**src/rtl/conv_window_scheduler.sv**
```systemverilog
// Batch sequencer for a valid-mode 2-D convolution on tensor_processing_unit.
// Packs row-major output pixels into NUM_UNITS lanes, runs the TPU, commits ReLU results.
module conv_window_scheduler #(
  parameter int unsigned DATA_WIDTH   = 16,
  parameter int unsigned IMAGE_WIDTH  = 5,
  parameter int unsigned IMAGE_HEIGHT = 5,
  parameter int unsigned NUM_UNITS    = 9,
  parameter int unsigned MEM_SIZE     = IMAGE_WIDTH * IMAGE_HEIGHT,
  localparam int unsigned AW = $clog2(MEM_SIZE),
  localparam int unsigned KW = $clog2(IMAGE_WIDTH),
  localparam int unsigned LW = $clog2(MEM_SIZE + 1)
) (
  input  logic                             clk,
  input  logic                             reset,
  input  logic                             cmd_valid,
  input  logic [KW-1:0]                    cmd_kernel_dim,
  output logic                             cmd_ready,
  output logic                             cmd_error,
  output logic                             busy,
  output logic                             conv_done,
  output logic [KW-1:0]                    tpu_kernel_dim,
  output logic [LW-1:0]                    tpu_length,
  output logic [NUM_UNITS*AW-1:0]          tpu_start_addr_1,
  output logic [NUM_UNITS*AW-1:0]          tpu_start_addr_2,
  output logic [NUM_UNITS-1:0]             tpu_active_units,
  output logic                             tpu_read_mem1,
  output logic                             tpu_read_mem2,
  output logic                             tpu_simple_read,
  output logic                             tpu_start,
  input  logic                             tpu_done,
  input  logic [NUM_UNITS*DATA_WIDTH-1:0]  tpu_relu_out,
  output logic                             simple_write,
  output logic [NUM_UNITS-1:0]             simple_write_mask,
  output logic [NUM_UNITS*AW-1:0]          simple_write_addr,
  output logic [NUM_UNITS*DATA_WIDTH-1:0]  simple_write_data
);

  localparam int unsigned UW = (NUM_UNITS > 1) ? $clog2(NUM_UNITS) : 1;

  typedef enum logic [2:0] {
    S_IDLE,
    S_LOAD,
    S_ARM,
    S_RUN,
    S_WRITE,
    S_FIN
  } state_t;

  state_t                                 state_q;
  logic [KW-1:0]                          k_q;
  logic [LW-1:0]                          len_q;
  logic [LW-1:0]                          ow_q;
  logic [LW-1:0]                          total_q;
  logic [LW-1:0]                          n_q;
  logic [LW-1:0]                          col_q;
  logic [AW-1:0]                          rbase_q;
  logic [UW-1:0]                          lane_q;
  logic                                   rd_en_q;
  logic [NUM_UNITS-1:0]                   mask_q;
  logic [NUM_UNITS-1:0][AW-1:0]           win_q;
  logic [NUM_UNITS-1:0][AW-1:0]           waddr_q;
  logic [NUM_UNITS-1:0][DATA_WIDTH-1:0]   data_q;
  logic [NUM_UNITS-1:0][DATA_WIDTH-1:0]   relu_lanes;

  logic          k_bad_c;
  logic [LW-1:0] ow_c;
  logic [LW-1:0] oh_c;
  logic [LW-1:0] total_c;
  logic [LW-1:0] len_c;
  logic [AW-1:0] win_addr_c;
  logic          last_col_c;
  logic          last_lane_c;
  logic          last_pix_c;

  assign relu_lanes = tpu_relu_out;

  // Command decode and iterator helpers; no division, only the running row base.
  always_comb begin
    k_bad_c     = (cmd_kernel_dim == '0) ||
                  (32'(cmd_kernel_dim) > IMAGE_WIDTH) ||
                  (32'(cmd_kernel_dim) > IMAGE_HEIGHT);
    ow_c        = LW'(IMAGE_WIDTH - 32'(cmd_kernel_dim) + 32'd1);
    oh_c        = LW'(IMAGE_HEIGHT - 32'(cmd_kernel_dim) + 32'd1);
    total_c     = LW'(32'(ow_c) * 32'(oh_c));
    len_c       = LW'(32'(cmd_kernel_dim) * 32'(cmd_kernel_dim));
    win_addr_c  = AW'(32'(rbase_q) + 32'(col_q));
    last_col_c  = (col_q == ow_q - LW'(1));
    last_lane_c = (32'(lane_q) == NUM_UNITS - 1);
    last_pix_c  = (n_q == total_q - LW'(1));
  end

  always_ff @(posedge clk or posedge reset) begin
    if (reset) begin
      state_q      <= S_IDLE;
      k_q          <= '0;
      len_q        <= '0;
      ow_q         <= '0;
      total_q      <= '0;
      n_q          <= '0;
      col_q        <= '0;
      rbase_q      <= '0;
      lane_q       <= '0;
      rd_en_q      <= 1'b0;
      mask_q       <= '0;
      win_q        <= '0;
      waddr_q      <= '0;
      data_q       <= '0;
      cmd_ready    <= 1'b1;
      cmd_error    <= 1'b0;
      busy         <= 1'b0;
      conv_done    <= 1'b0;
      tpu_start    <= 1'b0;
      simple_write <= 1'b0;
    end else begin
      cmd_error <= 1'b0;
      case (state_q)
        S_IDLE: begin
          if (cmd_valid) begin
            if (k_bad_c) begin
              cmd_error <= 1'b1;
            end else begin
              k_q       <= cmd_kernel_dim;
              len_q     <= len_c;
              ow_q      <= ow_c;
              total_q   <= total_c;
              n_q       <= '0;
              col_q     <= '0;
              rbase_q   <= '0;
              lane_q    <= '0;
              mask_q    <= '0;
              win_q     <= '0;
              waddr_q   <= '0;
              data_q    <= '0;
              cmd_ready <= 1'b0;
              busy      <= 1'b1;
              state_q   <= S_LOAD;
            end
          end
        end

        // One lane per cycle, then step the (row, col) iterator.
        S_LOAD: begin
          win_q[lane_q]   <= win_addr_c;
          waddr_q[lane_q] <= AW'(n_q);
          mask_q[lane_q]  <= 1'b1;
          n_q             <= n_q + LW'(1);
          if (last_col_c) begin
            col_q   <= '0;
            rbase_q <= AW'(32'(rbase_q) + IMAGE_WIDTH);
          end else begin
            col_q <= col_q + LW'(1);
          end
          if (last_lane_c || last_pix_c) begin
            lane_q  <= '0;
            rd_en_q <= 1'b1;
            state_q <= S_ARM;
          end else begin
            lane_q <= lane_q + UW'(1);
          end
        end

        S_ARM: begin
          tpu_start <= 1'b1;
          state_q   <= S_RUN;
        end

        // Inactive lanes are forced to zero regardless of what the TPU drives.
        S_RUN: begin
          if (tpu_done) begin
            for (int i = 0; i < NUM_UNITS; i++) begin
              data_q[i] <= mask_q[i] ? relu_lanes[i] : '0;
            end
            tpu_start    <= 1'b0;
            rd_en_q      <= 1'b0;
            simple_write <= 1'b1;
            state_q      <= S_WRITE;
          end
        end

        S_WRITE: begin
          simple_write <= 1'b0;
          if (n_q < total_q) begin
            mask_q  <= '0;
            win_q   <= '0;
            waddr_q <= '0;
            data_q  <= '0;
            state_q <= S_LOAD;
          end else begin
            conv_done <= 1'b1;
            state_q   <= S_FIN;
          end
        end

        S_FIN: begin
          conv_done <= 1'b0;
          cmd_ready <= 1'b1;
          busy      <= 1'b0;
          state_q   <= S_IDLE;
        end

        default: state_q <= S_IDLE;
      endcase
    end
  end

  assign tpu_kernel_dim    = k_q;
  assign tpu_length        = len_q;
  assign tpu_start_addr_1  = win_q;
  assign tpu_start_addr_2  = '0;
  assign tpu_active_units  = mask_q;
  assign tpu_read_mem1     = rd_en_q;
  assign tpu_read_mem2     = rd_en_q;
  assign tpu_simple_read   = rd_en_q;
  assign simple_write_mask = mask_q;
  assign simple_write_addr = waddr_q;
  assign simple_write_data = data_q;

endmodule
```
**config.mk**
```make
export PLATFORM = sky130hd
export DESIGN_NAME = conv_window_scheduler
export DESIGN_NICKNAME = d
export VERILOG_FILES = /design/src/rtl/conv_window_scheduler.sv
export SDC_FILE = /design/constraint.sdc
export NUM_CORES = 1
export LEC_CHECK = 0
export BUFFER_PORTS_ARGS = -buffer_cell sky130_fd_sc_hd__buf_2
export CAP_MARGIN = 20
export CORE_AREA = 2 2 181 183
export CTS_CLUSTER_SIZE = 40
export DETAILED_ROUTE_END_ITERATION = 10
export DIE_AREA = 0 0 183 185
export PLACE_DENSITY = 0.81
export SLEW_MARGIN = 20
export SYNTH_ARGS = -nofsm -noshare
export SYNTH_HDL_FRONTEND = slang
export SYNTH_SLANG_ARGS = --single-unit
```
**constraint.sdc**
```tcl
create_clock -name clk -period 9.87 [get_ports clk]
set_input_delay 1.4805 -clock clk [delete_from_list [all_inputs] [get_ports clk]]
set_output_delay 1.4805 -clock clk [all_outputs]
set_load 0.02 [all_outputs]
```
# [Word-level counts from Yosys, hierarchy flattened]
# Cells that the tools add are included.
[classes] mul=2 n_reduce_logical=25 mux=63 n_eq_ne=15 bitwise_logic=2 n_addsub=9 n_lt_le_gt_ge=4
[op_table] operator="$mux W144" count=4
[op_table] operator="$pmux W144 S3" count=1
[op_table] operator="$pmux W45 S3" count=2
[op_table] operator="$mux W16" count=9
[op_table] operator="$mux W45" count=3
[op_table] operator="$bwmux W45" count=2
[op_table] operator="$pmux W5 S2" count=3
[op_table] operator="$mux W9" count=3
[op_table] operator="$pmux W9 S3" count=1
[op_table] operator="$mux W5" count=5
[op_table] operator="$demux W5 S4" count=1
[op_table] operator="$mux W3" count=5
[op_table] operator="$pmux W3 S5" count=1
[op_table] operator="$ne A2 B2 Y1 const B" count=7
[op_table] operator="$mux W1" count=12
[op_table] operator="$mux W4" count=3
[op_table] operator="$pmux W1 S2" count=6
[op_table] operator="$reduce_and A3 Y1" count=4
[op_table] operator="$reduce_and A4 Y1" count=3
[op_table] operator="$reduce_bool A2 Y1" count=6
[op_table] operator="$add A5 B1 Y5 const B" count=2
[op_table] operator="$eq A5 B5 Y1" count=2
[op_table] operator="$sub A5 B1 Y5 const B" count=2
[op_table] operator="$or A9 B9 Y9" count=1
[op_table] operator="24 further kinds" count=32
[word_totals] elab_cells=164 in_bits=151 register_bits=290

# [Longest topological paths before layout]
[depth] ltp_word=6 ltp_mapped=11 ltp_nobuf=9

# [Least setup slack after synthesis]
# No wires, ideal clock.
[synth_path] kind="input to register" start="in cmd_kernel_dim[1]" end="reg total_q[4]" slack_ns=6.701 path_stages=9 n_path_buf=0 t_arrival_ns=3.035 setup_time_ns=0.134 required_time_ns=9.736 path_cell_list="inv_1 -> ha_1 -> xor2_1 -> nand3b_1 -> fa_1 -> xor2_1 -> xnor2_1 -> nand2_1 -> o21ai_0"
[synth_between] elab_chain_len=5 word_cells_on_any_way=9 classes_between="add/sub (2); mul (1); order compare (1); bitwise (1); reduce/logical (4)"
[synth_lines] item="start, declared" line_no="16" rtl="input logic [KW-1:0] cmd_kernel_dim,"
[synth_lines] item="parallel branches: the longest is 5 deep, another holds $add A4 B2 Y5"
[synth_lines] item="end signal, assigned" line_no="125" rtl="total_q <= total_c;"
[synth_lines] item="end, declared" line_no="53" rtl="logic [LW-1:0] total_q;"
# Parallel ways; which one is timed is not known.
# A chain may end at the register's enable or synchronous reset.

# [Worst setup path after layout]
[layout_path] start="in cmd_kernel_dim[1]" end="reg data_q, in the netlist simple_write_data[62]"
[layout_between] elab_chain_len=5 word_cells_on_any_way=6 classes_between="order compare (1); eq/ne (1); reduce/logical (4)"
[layout_lines] item="$gt A3 B3 Y1 / $logic_not A3 Y1 (equally long branches)" line_no="80, 81, 79"
[layout_lines] item="$logic_or A1 B1 Y1" line_no="79" rtl="k_bad_c = (cmd_kernel_dim == '0) ||"
[layout_lines] item="$logic_or A1 B1 Y1 (*)" line_no="80" rtl="(32'(cmd_kernel_dim) > IMAGE_WIDTH) ||"
[layout_lines] item="$ne A2 B2 Y1 (no source line) (*)"
[layout_lines] item="$reduce_and A5 Y1 (no source line) (*)"
[layout_lines] item="end signal, assigned by index" line_no="171" rtl="data_q[i] <= mask_q[i] ? relu_lanes[i] : '0;"
[layout_lines] item="end, declared" line_no="62" rtl="logic [NUM_UNITS-1:0][DATA_WIDTH-1:0] data_q;"
# Mark *: on every way between the ends. The rest lies on a longest branch, timed or not.

==> impl_metrics.csv <==
group,metric,value,unit
detailed_routing,finalWirelength,36.4,mm
synth,syn_inst,1241,
run,drv_cap,0,
setup_path,crit_type,"in2reg",
timing,holdWs,0.467,ns
setup_path,reg2reg_from,"state_q[2]$_DFFE_PP0P_",
setup_path,end_kind,"register",
clocking,clk-insertion-delay-late,0.56,ns
global_route,track_usage,0.204,
timing,maxSlewHeadroom,0.287,
setup_path,slowest_stage,"buf_12",
pwr,switchingPower,1.85,mW
pwr,p_seq_frac,0.368,
detailed_routing,drt_iter0_drc,551,
clocking,cts_tree,"yes",
setup_path,crit_arrival,3.77,ns
floorplan,dieHeight,185,um
setup_path,reg2reg_depth,5,
clocking,clock_sinks,285,
placement,hpwl,26.5,mm
timing,setup_viol,0,
global_route,grt-ovfl-total,0,
final_layout,mostFrequentLayoutCells,"buf_2, nand2_1, dfrtp_1",
global_route,grt_pass1_vias,9775,
timing,finalCritPeriodShare,0.343,
clocking,htree_num_levels,1,
timing,tns,0,ns
floorplan,boundaryPins,465,
detailed_routing,wire_per_inst,17.9,um
synth,synth_cell_types,54,
setup_path,crit_chain,"buf_2 > inv_1 > ha_1 > mux2i_4 > a21oi_2 > a211o_4 > buf_12 > o21ai_0",
setup_path,r2r_setup_slack,6.81,ns
synth,yosys_warnings,0,
timing,fmaxAchievable,295,MHz
clocking,cts_buffer_depth,3,
pwr,swShare,0.424,
timing,hold_viol,0,
synth,synth-seq-area-share,0.569,
timing,slew_viol_final,0,
setup_path,worstPathRequired,10.26,ns
global_route,antenna_found_initial,2,
floorplan,core-area,0.0320,mm2
timing,rsz0062_at_grt,"no",
pwr,power.density,282,mW/mm2
global_route,grt_max_degree,252,
final_layout,fillers,2992,
detailed_routing,viasPerCell,5.01,
placement,io_buffers,418,
timing,tightest_slew,1.07,ns
pwr,combPwrFrac,0.384,
synth,synth-seq-cells,285,
floorplan,dieArea,0.0339,mm2
setup_path,startpoint_type,"input port",
setup_path,cp-startpoint,"cmd_kernel_dim[1]",
clocking,root_buffer,"clkbuf_16",
synth,synthFlopType,"dfrtp_1",
floorplan,initial_core_util,0.391,
clocking,cts_hold_buf,0,
clocking,cts_setup_buffers,0,
setup_path,endpoint,"simple_write_data[62]$_DFFE_PP0P_",
timing,finalCriticalPeriod,3.39,ns
final_layout,layout_commonest_cell,"buf_2",
detailed_routing,dr_total_vias,10200,
global_route,grt_pass1_wl,54.3,mm
floorplan,rows,66,
detailed_routing,ant_nets,0,
synth,synth.avg_cell_area,10.1,um2
synth,synth-edff-count,0,
final_layout,drive_gt1_frac,0.301,
pwr,clkPwrFrac,0.248,
clocking,clk_pin_slew,0.06,ns
setup_path,path_max_fanout,251,
timing,fin_worst_skew,0.0186,ns
placement,place_congestion,0.817,
detailed_routing,route.detailed.drc,0,
pwr,irDropWorstVdd,0.284,mV
clocking,numCtsBuffers,30,
clocking,cts.repair.resized,0,
floorplan,fp.dieW,183,um
worst_hold_path,hp-class,"reg2reg",
final_layout,syn2layout_area_growth,23.2,%
pwr,p_int,2.51,mW
final_layout,nets,1780,
synth,async_flop_share,1.00,
synth,syn_area,0.0125,mm2
setup_path,reg2reg_to,"simple_write_data[62]$_DFFE_PP0P_",
pwr,cellLeakagePower,8.08,nW
run_status,status,"complete, no violations",
setup_path,crit_path_max_incr_delay,0.54,ns
detailed_routing,dr.pass1.iters,5,
## cell usage after synthesis, drive strengths merged (2+ instances only)
cell	number	area (um2)
a211oi	3	27.5
a21o	2	15.0
a21oi	14	73.8
a22o	95	832
a31oi	3	25.0
and2	7	43.8
and3	14	87.6
and4	4	35.0
buf	101	754
clkbuf	39	146
dfrtp	284	7110
fa	2	40.0
ha	24	300
inv	19	71.3
mux2i	3	42.5
nand2	349	1330
nand2b	5	31.3
nand3	10	62.6
nand3b	4	30.0
nor2	18	67.6
nor2b	4	27.5
nor3	5	25.0
nor3b	2	15.0
nor4	2	12.5
nor4bb	2	20.0
o21a	8	60.1
o21ai	174	871
or2	2	12.5
or3	4	30.0
xnor2	19	166
xor2	8	70.1
## how the worst min path moves through the flow
stage                     slack [ns]                                  to                          startpoint  cells past startpoint
after floorplan                 0.47                 ow_q[4]$_DFFE_PP0P_                 ow_q[4]$_DFFE_PP0P_                      2
after global placement          0.46  simple_write_data[123]$_DFFE_PP0P_  simple_write_data[123]$_DFFE_PP0P_                      2
after detailed placement        0.46           tpu_length[2]$_DFFE_PP0P_           tpu_length[2]$_DFFE_PP0P_                      2
after CTS                       0.47               cmd_ready$_DFFE_PP1P_               cmd_ready$_DFFE_PP1P_                      2
after global routing            0.50   simple_write_data[63]$_DFFE_PP0P_   simple_write_data[63]$_DFFE_PP0P_                      2
final                           0.47               cmd_ready$_DFFE_PP1P_               cmd_ready$_DFFE_PP1P_                      2
## worst max-delay path, delay by kind of cell
kind | cells | cell delay [ns]
muxes | 1 | 0.11
buffers and inverters | 3 | 0.79
AOI/OAI and AO/OA | 3 | 0.86
adders and majority gates | 1 | 0.21
## metal layers
layer	share of wire	routed length, um	track usage
met1	0.40	14500	0.251
met4	0.027	991	0.0682
met3	0.071	2560	0.0431
met2	0.50	18300	0.357
met5	0	0	0
## state kept, by name, indices dropped and copies added, names as in the netlist, 4 cells and up
name / count
simple_write_data: 144
simple_write_mask: 9
col_q: 5
tpu_start_addr_1: 45
n_q: 5
lane_q: 4
rbase_q: 5
ow_q: 4
simple_write_addr: 45
## through the flow
step / power, mW / worst slack [ns] / cells / utilization / instance area [um2]
6_report: 4.36 / 6.48 / 2035 / 0.482 / 15400
3_5_place_dp: 3.30 / 5.99 / 1979 / 0.452 / 14500
5_1_grt: 4.63 / 6.30 / 2033 / 0.482 / 15400
2_1_floorplan: 2.85 / 0.527 / 1286 / - / 12700
3_3_place_gp: 3.24 / 6.09 / 1979 / 0.452 / 14500
4_1_cts: 4.40 / 6.59 / 2031 / 0.482 / 15400
## logic make-up after synthesis
family,Yosys count,share of synthesized area
AND/OR/NAND/NOR,434,0.148
AO/OA/AOI/OAI,306,0.157
flip-flops,285,0.569
buffers and inverters,159,0.0775
XOR/XNOR,27,0.0189
adder cells (fa/ha/maj),26,0.0271
multiplexers,3,0.00339
other,1,0.000299
## power groups by stage
stage / sequential (mW) / clock, mW / combinational [mW]
2_1_floorplan: 1.80 / 0 / 1.05
3_3_place_gp: 1.61 / 0 / 1.63
3_5_place_dp: 1.62 / 0 / 1.68
4_1_cts: 1.60 / 1.11 / 1.69
5_1_grt: 1.64 / 1.16 / 1.83
6_report: 1.60 / 1.08 / 1.67
## layout make-up
cell class	instances	area, um2	area share
multi-input combinational	842	4610	0.299
timing repair buffer	425	2160	0.140
inverter	19	78.8	0.00510
sequential	285	7130	0.462
antenna	4	10.0	0.000648
clock inverter	8	91.3	0.00591
clock buffer	44	853	0.0552
tap	408	510	0.0330
Note: power is estimated with default switching activity, not from simulation.
